[config.mk]
export PLATFORM = sky130hd
export DESIGN_NAME = fpu_fma_sequencer
export DESIGN_NICKNAME = d
export VERILOG_FILES = /design/src/rtl/fpu_fma_sequencer.sv
export SDC_FILE = /design/constraint.sdc
export NUM_CORES = 1
export LEC_CHECK = 0
export ABC_AREA = 1
export ABC_CLOCK_PERIOD_IN_PS = 3700
export CAP_MARGIN = 20
export CORE_MARGIN = 2
export CORE_UTILIZATION = 53
export DETAILED_ROUTE_END_ITERATION = 8
export PLACE_DENSITY = 0.95
export SLEW_MARGIN = 20
export SYNTH_ARGS = -nofsm -noshare
export SYNTH_HDL_FRONTEND = slang
export SYNTH_SLANG_ARGS = --single-unit
[constraint.sdc]
create_clock -name clk -period 3.7 [get_ports clk]
set_clock_uncertainty 0.1 [all_clocks]
set_input_delay 0.74 -clock clk [delete_from_list [all_inputs] [get_ports clk]]
set_output_delay 0.74 -clock clk [all_outputs]
set_load 0.05 [all_outputs]
[src/rtl/fpu_fma_sequencer.sv]
// fpu_fma_sequencer
// Multi-cycle controller for the shared single-precision FMA datapath. It
// accepts one operation at a time, walks it through multiply, addend
// alignment, add, normalize and round (skipping the stages an op does not
// need), drives one-hot stage enables and returns a tagged response.
//
// Ports:
//   clk, rst                 clock (rising edge), asynchronous active-high reset
//   req_valid/req_ready      issue handshake; req_op, req_tag, req_special payload
//   flush                    abort the operation in flight (no response)
//   op_q                     latched op_type
//   mul_en..round_en         one-hot datapath stage enables
//   resp_valid/resp_ready    response handshake; resp_tag, resp_bypass, resp_illegal
//   busy                     an operation is in flight
//   done_count               completed responses, wraps
module fpu_fma_sequencer #(
    parameter int unsigned MUL_CYCLES = 2,
    parameter int unsigned TAG_W      = 5,
    parameter int unsigned CNT_W      = 16
) (
    input  logic             clk,
    input  logic             rst,
    input  logic             req_valid,
    output logic             req_ready,
    input  logic [2:0]       req_op,
    input  logic [TAG_W-1:0] req_tag,
    input  logic             req_special,
    input  logic             flush,
    output logic [2:0]       op_q,
    output logic             mul_en,
    output logic             align_en,
    output logic             add_en,
    output logic             norm_en,
    output logic             round_en,
    output logic             resp_valid,
    input  logic             resp_ready,
    output logic [TAG_W-1:0] resp_tag,
    output logic             resp_bypass,
    output logic             resp_illegal,
    output logic             busy,
    output logic [CNT_W-1:0] done_count
);

    typedef enum logic [2:0] {
        StIdle,
        StMul,
        StAlign,
        StAdd,
        StNorm,
        StRound,
        StDone
    } state_t;

    localparam logic [2:0] OpAdd   = 3'b000;
    localparam logic [2:0] OpSub   = 3'b001;
    localparam logic [2:0] OpMul   = 3'b010;
    localparam logic [2:0] OpIll   = 3'b111;
    // Counter is loaded on MUL entry and the state exits when it hits zero,
    // so MUL lasts exactly MUL_CYCLES cycles.
    localparam logic [2:0] MulLoad = 3'(MUL_CYCLES - 1);

    state_t     state;
    logic [2:0] mul_cnt;
    logic       accept;
    logic       handshake;
    logic       req_bypass;

    // req_ready depends only on state, flush and rst, never on req_valid.
    assign req_ready  = (state == StIdle) & ~flush & ~rst;
    assign accept     = req_valid & req_ready;
    assign resp_valid = (state == StDone) & ~flush;
    assign handshake  = resp_valid & resp_ready;
    assign req_bypass = req_special | (req_op == OpIll);

    assign mul_en   = (state == StMul)   & ~flush;
    assign align_en = (state == StAlign) & ~flush;
    assign add_en   = (state == StAdd)   & ~flush;
    assign norm_en  = (state == StNorm)  & ~flush;
    assign round_en = (state == StRound) & ~flush;
    assign busy     = (state != StIdle);

    always_ff @(posedge clk or posedge rst) begin
        if (rst) begin
            state        <= StIdle;
            mul_cnt      <= 3'd0;
            op_q         <= 3'd0;
            resp_tag     <= '0;
            resp_bypass  <= 1'b0;
            resp_illegal <= 1'b0;
            done_count   <= '0;
        end else begin
            // Response fields hold until the next acceptance.
            if (accept) begin
                op_q         <= req_op;
                resp_tag     <= req_tag;
                resp_bypass  <= req_bypass;
                resp_illegal <= (req_op == OpIll);
            end

            if (handshake) begin
                done_count <= done_count + CNT_W'(1);
            end

            if (flush && (state != StIdle)) begin
                state <= StIdle;
            end else begin
                case (state)
                    StIdle: begin
                        if (accept) begin
                            if (req_bypass) begin
                                state <= StDone;
                            end else if ((req_op == OpAdd) || (req_op == OpSub)) begin
                                state <= StAlign;
                            end else begin
                                state   <= StMul;
                                mul_cnt <= MulLoad;
                            end
                        end
                    end
                    StMul: begin
                        if (mul_cnt == 3'd0) begin
                            state <= (op_q == OpMul) ? StNorm : StAlign;
                        end else begin
                            mul_cnt <= mul_cnt - 3'd1;
                        end
                    end
                    StAlign: state <= StAdd;
                    StAdd:   state <= StNorm;
                    StNorm:  state <= StRound;
                    StRound: state <= StDone;
                    StDone: begin
                        if (handshake) begin
                            state <= StIdle;
                        end
                    end
                    default: state <= StIdle;
                endcase
            end
        end
    end

endmodule

-- Word level (Yosys, flattened, before mapping)
Cells that the tools add are included.
W data, S select, Z words.
- register bits after elaboration: 32
- bits of input ports: 14
- output and inout port bits: 34
- add/sub/neg operators: 2
- equality and inequality tests: 16
- muxes and demuxes: 13
- bitwise operators: 14
- reductions and logical operators: 9
- operator list (kind ; count):
    $mux W3 ; 10
    $pmux W3 S7 ; 1
    $add A16 B1 Y16 const B ; 1
    $eq A3 B3 Y1 const B ; 4
    $and A1 B1 Y1 ; 10
    $eq A3 B2 Y1 const B ; 3
    $logic_not A3 Y1 ; 3
    $ne A2 B2 Y1 const B ; 4
    $eq A3 B1 Y1 const B ; 2
    $ne A3 B2 Y1 const B ; 2
    $pmux W3 S2 ; 1
    $reduce_and A6 Y1 ; 1
    $ne A3 B1 Y1 const B ; 1
    $not A1 Y1 ; 3
    $reduce_and A3 Y1 ; 1
    $reduce_bool A3 Y1 ; 1
    $sub A3 B1 Y3 const B ; 1
    $mux W2 ; 1
    $reduce_bool A2 Y1 ; 1
    $logic_and A1 B1 Y1 ; 1
    $logic_or A1 B1 Y1 ; 1
    $or A1 B1 Y1 ; 1

-- Logic depth before layout (Yosys ltp)
Gate-level depths: netlist of run 1.
- depth after elaboration: 7
- gate-level depth with buffers: 9
- mapped depth without buffers: 9

-- Least setup slack after synthesis of run 1
Ideal clock, no wire load.
- path kind: input to output
- from: input flush
- to: output norm_en
- arrival: 2.307 ns
- data required time: 2.860 ns
- setup slack: 0.553 ns
- stages: 2
- cell sequence: buf_12 -> nor4_1
- word-level cells in the longest chain between the ends: 2
- RTL lines (item ; line ; RTL):
    start: declaration ; 28 ; input logic flush,
    $not A1 Y1 ; 78 ; assign norm_en = (state == StNorm) & ~flush;
    $and A1 B1 Y1 ; 78 ;
    end: declaration ; 33 ; output logic norm_en,
Every way passes these cells.

-- Final worst setup path of run 1
- from: input flush
- to: output resp_valid
- word-level cells in the longest chain between the ends: 2
- RTL lines (item ; line ; RTL):
    $not A1 Y1 ; 71 ; assign resp_valid = (state == StDone) & ~flush;
    $and A1 B1 Y1 ; 71 ;
    end: declaration ; 35 ; output logic resp_valid,
Every way passes these cells.

==> key figures, run 1 <==
Global routing
  – Initial antenna violation count: 0
  – Gr usage total: 0.2231
  – First-pass GRT wire length: 7.058 mm
  – Largest net degree at the start of global routing: 33
  – Number of global-route vias before repair: 1609
  – Total congestion overflow: 0

Power and ir drop
  – Power Internal: 0.7709 mW
  – Net Sw Frac: 0.4953
  – P_sw: 0.7564 mW
  – Clock power frac: 0.121
  – Sequential Power Share: 0.336
  – P_leak: 1.168 nW
  – Combinational Power Share: 0.543
  – Peak supply drop: 524.0 uV
  – PwrDens: 627.6 nW/um^2

Logic synthesis
  – Post-Syn Nets: 268
  – Synth top area share: 0.4255
  – Register bit total from synthesis: 32
  – Area of the mapped netlist: 1882 sq um
  – Cell taking the most area after synthesis: dfrtp_1
  – Most area-consuming cells after synthesis: dfrtp_1 43%, nand2_1 17%, inv_1 5.8%
  – EDFF count, synth: 0
  – Avg Cell Area, Syn: 7.497 sq um
  – Asr flop ratio synth: 1.000
  – Sequential area share after synthesis: 0.4255
  – Synth unique cells: 27
  – Synth warnings: 0
  – Cells after Synth: 251
  – Top FF cell, synth: dfrtp_1

Detailed routing
  – Vias/cell: 5.114
  – Routed WL per cell: 12.13 um
  – Vias: 1790
  – Starting DRT DRC Count: 124
  – Routed Wire Length: 4.244 mm
  – Drt first pass iters: 5
  – DRT antenna net count: 0
  – # DRC: 0

Die
  – Die Ht: 63.59 um
  – Initial core utilization: 0.5595
  – Die X: 63.59 um
  – I/O Pins: 48
  – Die area: 4043 sq um
  – FP Rows: 21
  – Core area: 3363 sq um

Placed design
  – HPWL after DPL: 3.271 mm
  – Port buffer count: 47
  – GP Congestion: 0.8937

Setup path
  – Crit-path max FO: 9
  – Worst Setup End Kind: output port
  – Startpoint Class: input pin
  – Kind of critical path: in2out
  – CP arrival: 2.54 ns
  – Req. time, crit path: 2.86 ns

Clocking
  – CTS tree: built
  – Postcts setup bufs: 0
  – Largest buffer count on any clock path: 2
  – CTS buffer count: 5
  – H-tree Lvls: 2
  – Post-cts sizing count: 0
  – Post-CTS Hold Buffers: 0
  – Clk sink count: 32
  – Clock transition at the registers of the reported paths: 0.09 ns
  – Clk Tree Root Cell: clkbuf_4
  – Worst-skew pair later-pin latency: 0.33 ns

Timing
  – Rel. slew slack: 0.5973
  – F_max: 295.6 MHz
  – Least-Margin Pin Slew: 0.5989 ns
  – Final Hold Viols: 0
  – Fin Setup TNS: 0 ns
  – Max Slew Vio Count: 0
  – Setup violators final: 0
  – Fin crit period: 3.383 ns
  – Final Cycle Share: 0.9144
  – RSZ-0062 raised after global routing: no

Finish
  – Share of cells above drive strength 1: 0.08882
  – Commonest non-fill, non-tap cells in the layout: 86 x nand2_1, 46 x clkdlybuf4s50_1, 32 x dfrtp_1, 29 x inv_1, 28 x nor2_1
  – Final net count: 321
  – FF+latch area: 800.8 sq um
  – Fillers: 270
  – Area Growth Syn to Fin: 29.32%
  – Commonest non-fill, non-tap cell in the layout: nand2_1
  – Antenna diodes: 0
  – Final Util: 0.7236
  – Multi-input logic area: 918.4 sq um

Min path
  – Worst Hold Class: reg2reg

Outcome
  – Status: finished clean

Run
  – Max Cap Viol: 0
[sequential cells by signal, summed over array words and instances (netlist names)]
register	flops
mul_cnt	3
done_count	16
resp_bypass	1
resp_tag	5
resp_illegal	1
op_q	3
state	3
[final cells by class]
class	instances	area share
Inverter	33	0.05090
Timing Repair Buffer	49	0.1985
Clock inverter	2	0.005141
Multi-Input combinational cell	183	0.3774
Tap cell	46	0.02365
Clock buffer	5	0.01542
Sequential cell	32	0.3290
[power by group through the flow]
stage	Combinational [mW]	Clock [mW]	Sequential, mW
after CTS	0.827	0.188	0.513
final	0.829	0.185	0.514
after global placement	0.797	0	0.515
after floorplan	0.358	0	0.727
after global routing	0.891	0.205	0.526
after detailed placement	0.823	0	0.516
[layer usage]
| layer | vias up | global-route usage | routed length, um |
|---|---|---|---|
| met3 | 12 | 0.05714 | 269 |
| met5 | - | 0 | 0 |
| met1 | 826 | 0.2844 | 1822 |
| met2 | 56 | 0.3697 | 2092 |
| met4 | 0 | 0.07337 | 59 |
| li1 | 896 | - | - |
[final timing paths]
kind / startpoint / slack, ns / endpoint / cells after the start
worst max-delay path: flush / 0.32 / resp_valid / 5
worst min-delay path: resp_tag[1] / 0.38 / resp_tag[1] / 2
worst max register to register: state[2] / 2.02 / mul_cnt[1] / 8
worst min register to register: resp_tag[1] / 0.38 / resp_tag[1] / 2
max in group asynchronous: rst / 2.34 / done_count[9] / 3
min in group asynchronous: rst / 0.87 / done_count[10] / 3
[cells by family after synthesis]
kind of cell             Yosys count  share of synthesized area
XOR/XNOR                          10                    0.04654
adder cells (fa/ha/maj)            3                    0.01995
AND/OR/NAND/NOR                  156                     0.3743
buffers and inverters             36                    0.08643
flip-flops                        32                     0.4255
AO/OA/AOI/OAI                     14                    0.04720
[synth_stat cells (all sizes together) (3+ instances only)]
cell / count
nor2: 33
dfrtp: 32
nand3: 22
xnor2: 6
xor2: 4
o21ai: 12
nand4: 7
nor3: 3
inv: 33
buf: 3
nand2: 88
ha: 3
[worst max-delay path, stage by stage]
cell             delay (ns)
clkdlybuf4s50_1        0.62
nor2_2                 0.27
nand2_1                0.08
inv_1                  0.05
clkdlybuf4s50_1        0.78
[per-stage QoR]
| step | cells | setup slack (ns) | total power [mW] | area, sq um | hold slack [ns] |
|---|---|---|---|---|---|
| after global routing | 350 | 0.1758 | 1.622 | 2434 | 0.4167 |
| final | 350 | 0.3165 | 1.527 | 2434 | 0.3791 |
| after floorplan | 251 | 0.5532 | 1.085 | 1882 | 0.3419 |
| after CTS | 350 | 0.3344 | 1.528 | 2434 | 0.3845 |
| after global placement | 343 | 0.3657 | 1.312 | 2384 | 0.3571 |
| after detailed placement | 343 | 0.3304 | 1.340 | 2384 | 0.3622 |
Note: power is estimated with default switching activity, not from simulation.
==> run 2: changes to the inputs <==
--- a/config.mk
+++ b/config.mk
@@ -9,10 +9,11 @@
 export ABC_CLOCK_PERIOD_IN_PS = 3700
 export CAP_MARGIN = 20
 export CORE_MARGIN = 2
-export CORE_UTILIZATION = 53
+export CORE_UTILIZATION = 40
 export DETAILED_ROUTE_END_ITERATION = 8
-export PLACE_DENSITY = 0.95
+export PLACE_DENSITY = 0.76
 export SLEW_MARGIN = 20
 export SYNTH_ARGS = -nofsm -noshare
 export SYNTH_HDL_FRONTEND = slang
 export SYNTH_SLANG_ARGS = --single-unit
+export TNS_END_PERCENT = 1
==> run 2 against run 1 <==
Sequential share of layout area shrank 0.78 points. Hold slack lost 0.0095 ns. Count of clock-buffer cells in the layout grew 2.
==> key figures, run 2 (synthesis gave the netlist of run 1 again) <==
Setup path
  – Worst setup path endpoint: mul_en
  – RR Endpoint: mul_cnt[0]
  – Startpoint Class: input pin
  – Crit-path max FO: 9 (unchanged)
  – R2R depth: 8 (unchanged)
  – Kind of critical path: in2out
  – Reg2Reg Launch Point: state[2]
  – Req. time, crit path: 2.86 ns (about the same)
  – CP arrival: 2.49 ns (-0.05 ns)
  – Worst Setup End Kind: output port
  – R2R setup slack: 2.10 ns (+0.08 ns)
  – CP startpoint: flush

Finish
  – Fillers: 404 (+50%)
  – FF+latch area: 800.8 sq um (unchanged)
  – Area Growth Syn to Fin: 32.45%
  – Final net count: 322 (+0.31%)
  – Max reg flops: 16 (unchanged)
  – Share of cells above drive strength 1: 0.09508 (+0.006266)
  – Multi-input logic area: 918.4 sq um (unchanged)
  – Commonest non-fill, non-tap cells in the layout: 86 x nand2_1, 45 x clkdlybuf4s50_1, 32 x dfrtp_1, 29 x inv_1, 28 x nor2_1
  – Antenna diodes: 0 (unchanged)
  – Regs by FF count: done_count x16, resp_tag x5
  – Commonest non-fill, non-tap cell in the layout: nand2_1
  – Most flop-heavy register: done_count

Die
  – Die area: 5269 sq um (+30%)
  – Die Ht: 72.59 um (+14%)
  – I/O Pins: 48 (unchanged)
  – Die X: 72.59 um (+14%)
  – Initial core utilization: 0.4234 (-0.1361)
  – FP Rows: 24 (+14%)
  – Core area: 4444 sq um (+32%)

Timing
  – Final Hold Viols: 0 (unchanged)
  – Least-Margin Pin Slew: 0.6022 ns (+0.003267 ns)
  – F_max: 300.3 MHz (+1.6%)
  – Final Cycle Share: 0.8999 (-0.01450)
  – RSZ-0062 raised after global routing: no
  – Fin crit period: 3.330 ns (-0.05365 ns)
  – Rel. slew slack: 0.5951 (-0.002196)
  – Fin Setup TNS: 0 ns (unchanged)
  – Setup violators final: 0 (unchanged)
  – Max Slew Vio Count: 0 (unchanged)

Clocking
  – Clock transition at the registers of the reported paths: 0.06 ns (-0.03 ns)
  – Largest buffer count on any clock path: 2 (unchanged)
  – Post-CTS Hold Buffers: 0 (unchanged)
  – Worst-skew pair later-pin latency: 0.29 ns (-0.04 ns)
  – CTS tree: built
  – Post-cts sizing count: 0 (unchanged)
  – Postcts setup bufs: 0 (unchanged)
  – CTS buffer count: 5 (unchanged)
  – Clk Tree Root Cell: clkbuf_8
  – H-tree Lvls: 2 (unchanged)
  – Clk sink count: 32 (unchanged)

Detailed routing
  – Vias: 1748 (-2.3%)
  – Routed WL per cell: 11.56 um (-4.6%)
  – Starting DRT DRC Count: 125 (+0.81%)
  – DRT antenna net count: 0 (unchanged)
  – Vias/cell: 4.896 (-4.3%)
  – # DRC: 0 (unchanged)
  – Drt first pass iters: 4 (-1)
  – Routed Wire Length: 4.128 mm (-2.7%)

Power and ir drop
  – Post-layout power: 1.606 mW (+5.2%)
  – P_leak: 1.198 nW (+2.6%)
  – Peak supply drop: 449.7 uV (-14%)
  – PwrDens: 644.5 nW/um^2 (+2.7%)

Min path
  – Worst Hold Class: reg2reg
  – Worst hold path depth: 2 (unchanged)

Global routing
  – Largest net degree at the start of global routing: 34 (+3.0%)
  – Number of global-route vias before repair: 1668 (+3.7%)
  – Total congestion overflow: 0 (unchanged)
  – Initial antenna violation count: 0 (unchanged)
  – Gr usage total: 0.1814 (-0.04168)
  – First-pass GRT wire length: 7.479 mm (+6.0%)

Placed design
  – GP Congestion: 0.8901 (-0.40%)
  – HPWL after DPL: 3.156 mm (-3.5%)
  – Port buffer count: 47 (unchanged)

Run
  – Max Cap Viol: 0 (unchanged)

Outcome
  – Status: finished clean
[run 2: worst min-delay path by stage]
stage	from	to	slack, ns
after floorplan	mul_cnt[1]	mul_cnt[1]	0.34
after global placement	resp_tag[0]	resp_tag[0]	0.36
after detailed placement	resp_tag[0]	resp_tag[0]	0.36
after CTS	resp_tag[0]	resp_tag[0]	0.37
after global routing	resp_tag[0]	resp_tag[0]	0.39
final	resp_tag[0]	resp_tag[0]	0.37
[run 2: power breakdown]
part,leakage [nW],total [mW],switching (mW),internal [mW]
sequential,0.423,0.512,0.0748,0.437
combinational,0.725,0.804,0.540,0.264
clock,0.0503,0.290,0.125,0.165
[run 2: stage by stage]
step,setup slack (ns),util,area [sq um],hold slack (ns),cells
after global routing,0.2696,0.5608,2492,0.3942,357
after CTS,0.3751,0.5608,2492,0.3738,357
final,0.3702,0.5608,2492,0.3696,357
after detailed placement,0.3761,0.5391,2396,0.3588,350
after floorplan,0.5532,-,1882,0.3419,251
after global placement,0.3986,0.5391,2396,0.3574,350
[run 2: cell type report]
cell class,instances,share of cell area
Multi-Input combinational cell,183,0.3685
Sequential cell,32,0.3213
Timing Repair Buffer,50,0.1958
Inverter,33,0.04970
Clock buffer,7,0.03865
Tap cell,52,0.02610
[run 2: layer usage]
layer	vias up	share of wire	track usage
li1	898	-	-
met1	807	0.46	0.2434
met2	37	0.48	0.2929
met3	6	0.039	0.03729
met4	0	0.016	0.06173
met5	-	0	0
[run 2: worst max-delay path, stage by stage]
cell             delay, ns
clkdlybuf4s50_1       0.61
inv_1                 0.19
nand2_1               0.10
inv_1                 0.06
clkdlybuf4s50_1       0.79
==> run 3: changes to the inputs <==
--- a/config.mk
+++ b/config.mk
@@ -12,6 +12,7 @@
 export CORE_UTILIZATION = 40
 export DETAILED_ROUTE_END_ITERATION = 8
 export PLACE_DENSITY = 0.76
+export RECOVER_POWER = 25
 export SLEW_MARGIN = 20
 export SYNTH_ARGS = -nofsm -noshare
 export SYNTH_HDL_FRONTEND = slang
==> run 3 against run 2 <==
The run now ends with max-capacitance violations, max-slew violations left. Count of clock-buffer cells in the layout stayed put. Sequential power hardly changed. Register-to-register slack hardly changed. Flip-flop and latch count stayed put. Via count is 0.80% lower. Utilization is 0.084 points lower. Non-clock buffer count stayed put. Die area stayed put. Highest routed layer unchanged.
==> key figures, run 3 (synthesis gave the netlist of run 1 again) <==
Setup path
  – CP arrival: 2.49 ns (about the same)
  – Crit-path max FO: 9 (unchanged)
  – Startpoint Class: input pin
  – Crit path cell chain: clkdlybuf4s50_1 -> inv_1 -> nand2_1 -> inv_1 -> clkdlybuf4s50_1
  – Req. time, crit path: 2.86 ns (about the same)
  – Reg2Reg Launch Point: state[2]
  – R2R setup slack: 2.09 ns (about the same)
  – Slowest CP cell: clkdlybuf4s50_1
  – Kind of critical path: in2out
  – Worst Setup End Kind: output port
  – Worst path max stage delay: 0.79 ns (about the same)
  – Delay-heaviest family, CP: buffers and inverters
  – CP startpoint: flush
  – CP bufs+invs: 4 (unchanged)

Placed design
  – GP Congestion: 0.8901 (unchanged)
  – HPWL after DPL: 3.156 mm (unchanged)
  – Port buffer count: 47 (unchanged)

Clocking
  – H-tree Lvls: 2 (unchanged)
  – Post-cts sizing count: 0 (unchanged)
  – Clk Tree Root Cell: clkbuf_8
  – Clock transition at the registers of the reported paths: 0.06 ns (about the same)
  – Largest buffer count on any clock path: 2 (unchanged)
  – CTS buffer count: 5 (unchanged)
  – Postcts setup bufs: 0 (unchanged)
  – Clk sink count: 32 (unchanged)
  – CTS tree: built
  – Worst-skew pair later-pin latency: 0.29 ns (about the same)
  – Post-CTS Hold Buffers: 0 (unchanged)

Timing
  – Setup violators final: 0 (unchanged)
  – Fin crit period: 3.330 ns (+0.00001000 ns)
  – RSZ-0062 raised after global routing: no
  – Final Hold Viols: 0 (unchanged)
  – Fin Setup TNS: 0 ns (unchanged)
  – Least-Margin Pin Slew: 1.752 ns (+1.150 ns)
  – Max Slew Vio Count: 34 (+34)
  – Rel. slew slack: -0.1681 (-0.7633)
  – F_max: 300.3 MHz (about the same)
  – Final Cycle Share: 0.9000 (about the same)

Detailed routing
  – DRT antenna net count: 0 (unchanged)
  – Vias: 1734 (-0.80%)
  – Starting DRT DRC Count: 129 (+3.2%)
  – Routed WL per cell: 11.54 um (-0.22%)
  – Vias/cell: 4.857 (-0.80%)
  – Routed Wire Length: 4.119 mm (-0.22%)
  – # DRC: 0 (unchanged)
  – Drt first pass iters: 6 (+2)

Global routing
  – Total congestion overflow: 0 (unchanged)
  – Initial antenna violation count: 0 (unchanged)
  – Number of global-route vias before repair: 1668 (unchanged)
  – First-pass GRT wire length: 7.479 mm (unchanged)
  – Gr usage total: 0.1814 (unchanged)
  – Largest net degree at the start of global routing: 34 (unchanged)

Die
  – Die Ht: 72.59 um (unchanged)
  – I/O Pins: 48 (unchanged)
  – Die X: 72.59 um (unchanged)
  – FP Rows: 24 (unchanged)
  – Initial core utilization: 0.4234 (unchanged)
  – Core area: 4444 sq um (unchanged)
  – Die area: 5269 sq um (unchanged)

Finish
  – Final Util: 0.5600 (-0.0008450)
  – Commonest non-fill, non-tap cell in the layout: nand2_1
  – Regs by FF count: done_count x16, resp_tag x5
  – Multi-input logic area: 918.4 sq um (unchanged)
  – Commonest non-fill, non-tap cells in the layout: 86 x nand2_1, 44 x clkdlybuf4s50_1, 32 x dfrtp_1, 29 x inv_1, 28 x nor2_1
  – Area Growth Syn to Fin: 32.25%
  – Most flop-heavy register: done_count
  – Antenna diodes: 0 (unchanged)
  – Share of cells above drive strength 1: 0.09180 (-0.003279)
  – Final net count: 322 (unchanged)
  – FF+latch area: 800.8 sq um (unchanged)
  – Max reg flops: 16 (unchanged)
  – Fillers: 406 (+0.50%)

Outcome
  – Status: finished, violations left
  – Failing checks: max-capacitance violations, max-slew violations

Run
  – Max Cap Viol: 1 (+1)

Min path
  – Worst Hold Class: reg2reg
  – Hold path start: resp_tag[0]

Power and ir drop
  – Peak supply drop: 449.7 uV (about the same)
  – PwrDens: 645.0 nW/um^2 (about the same)
  – P_leak: 1.195 nW (-0.28%)
==> run 3: cell types whose count changed in the layout (fill, tap and decap cells not counted), sizes merged <==
cell | previous run | this run
buf | 5 | 4
clkbuf | 7 | 8
dlygate4sd3 | 0 | 1
clkdlybuf4s50 | 45 | 44
==> run 3: worst paths after layout <==
check                                 endpoint  depth (start not counted)
worst min register to register     resp_tag[0]                          2
worst max register to register      mul_cnt[0]                          8
worst min-delay path               resp_tag[0]                          2
worst max-delay path                    mul_en                          5
min in group asynchronous             state[2]                          3
max in group asynchronous       done_count[15]                          3
==> run 3: worst min-delay path, stage by stage, from the launching register on <==
cell and delay, ns:
dfrtp_1 0.34, nand2_1 0.05, nand2_1 0.05
==> run 3: stage by stage <==
| stage | instance area [sq um] | setup WS (ns) | total power [mW] | hold WS [ns] | cells |
|---|---|---|---|---|---|
| after floorplan | 1882 | 0.5532 | 1.085 | 0.3419 | 251 |
| after global placement | 2396 | 0.3986 | 1.320 | 0.3574 | 350 |
| after detailed placement | 2396 | 0.3761 | 1.326 | 0.3588 | 350 |
| after CTS | 2492 | 0.3751 | 1.622 | 0.3738 | 357 |
| after global routing | 2489 | 0.2447 | 1.716 | 0.3942 | 357 |
| final | 2489 | 0.3702 | 1.605 | 0.3677 | 357 |
==> run 3: cell type report <==
cell class | count | area share
multi-input combinational | 183 | 0.3690
tap | 52 | 0.02614
inverter | 33 | 0.04977
timing repair buffer | 50 | 0.1946
clock buffer | 7 | 0.03871
sequential | 32 | 0.3218
==> run 3: report_power, final <==
part | internal (mW) | total, mW | switching (mW)
logic | 0.263 | 0.803 | 0.540
registers | 0.437 | 0.512 | 0.0745
clock network | 0.165 | 0.290 | 0.125
==> run 3: layer usage <==
layer  vias up  track usage  part of all wire
met5         -            0                 0
met4         0      0.06173             0.016
met3         6      0.03729             0.047
met2        43       0.2929              0.49
met1       788       0.2434              0.45
li1        897            -                 -
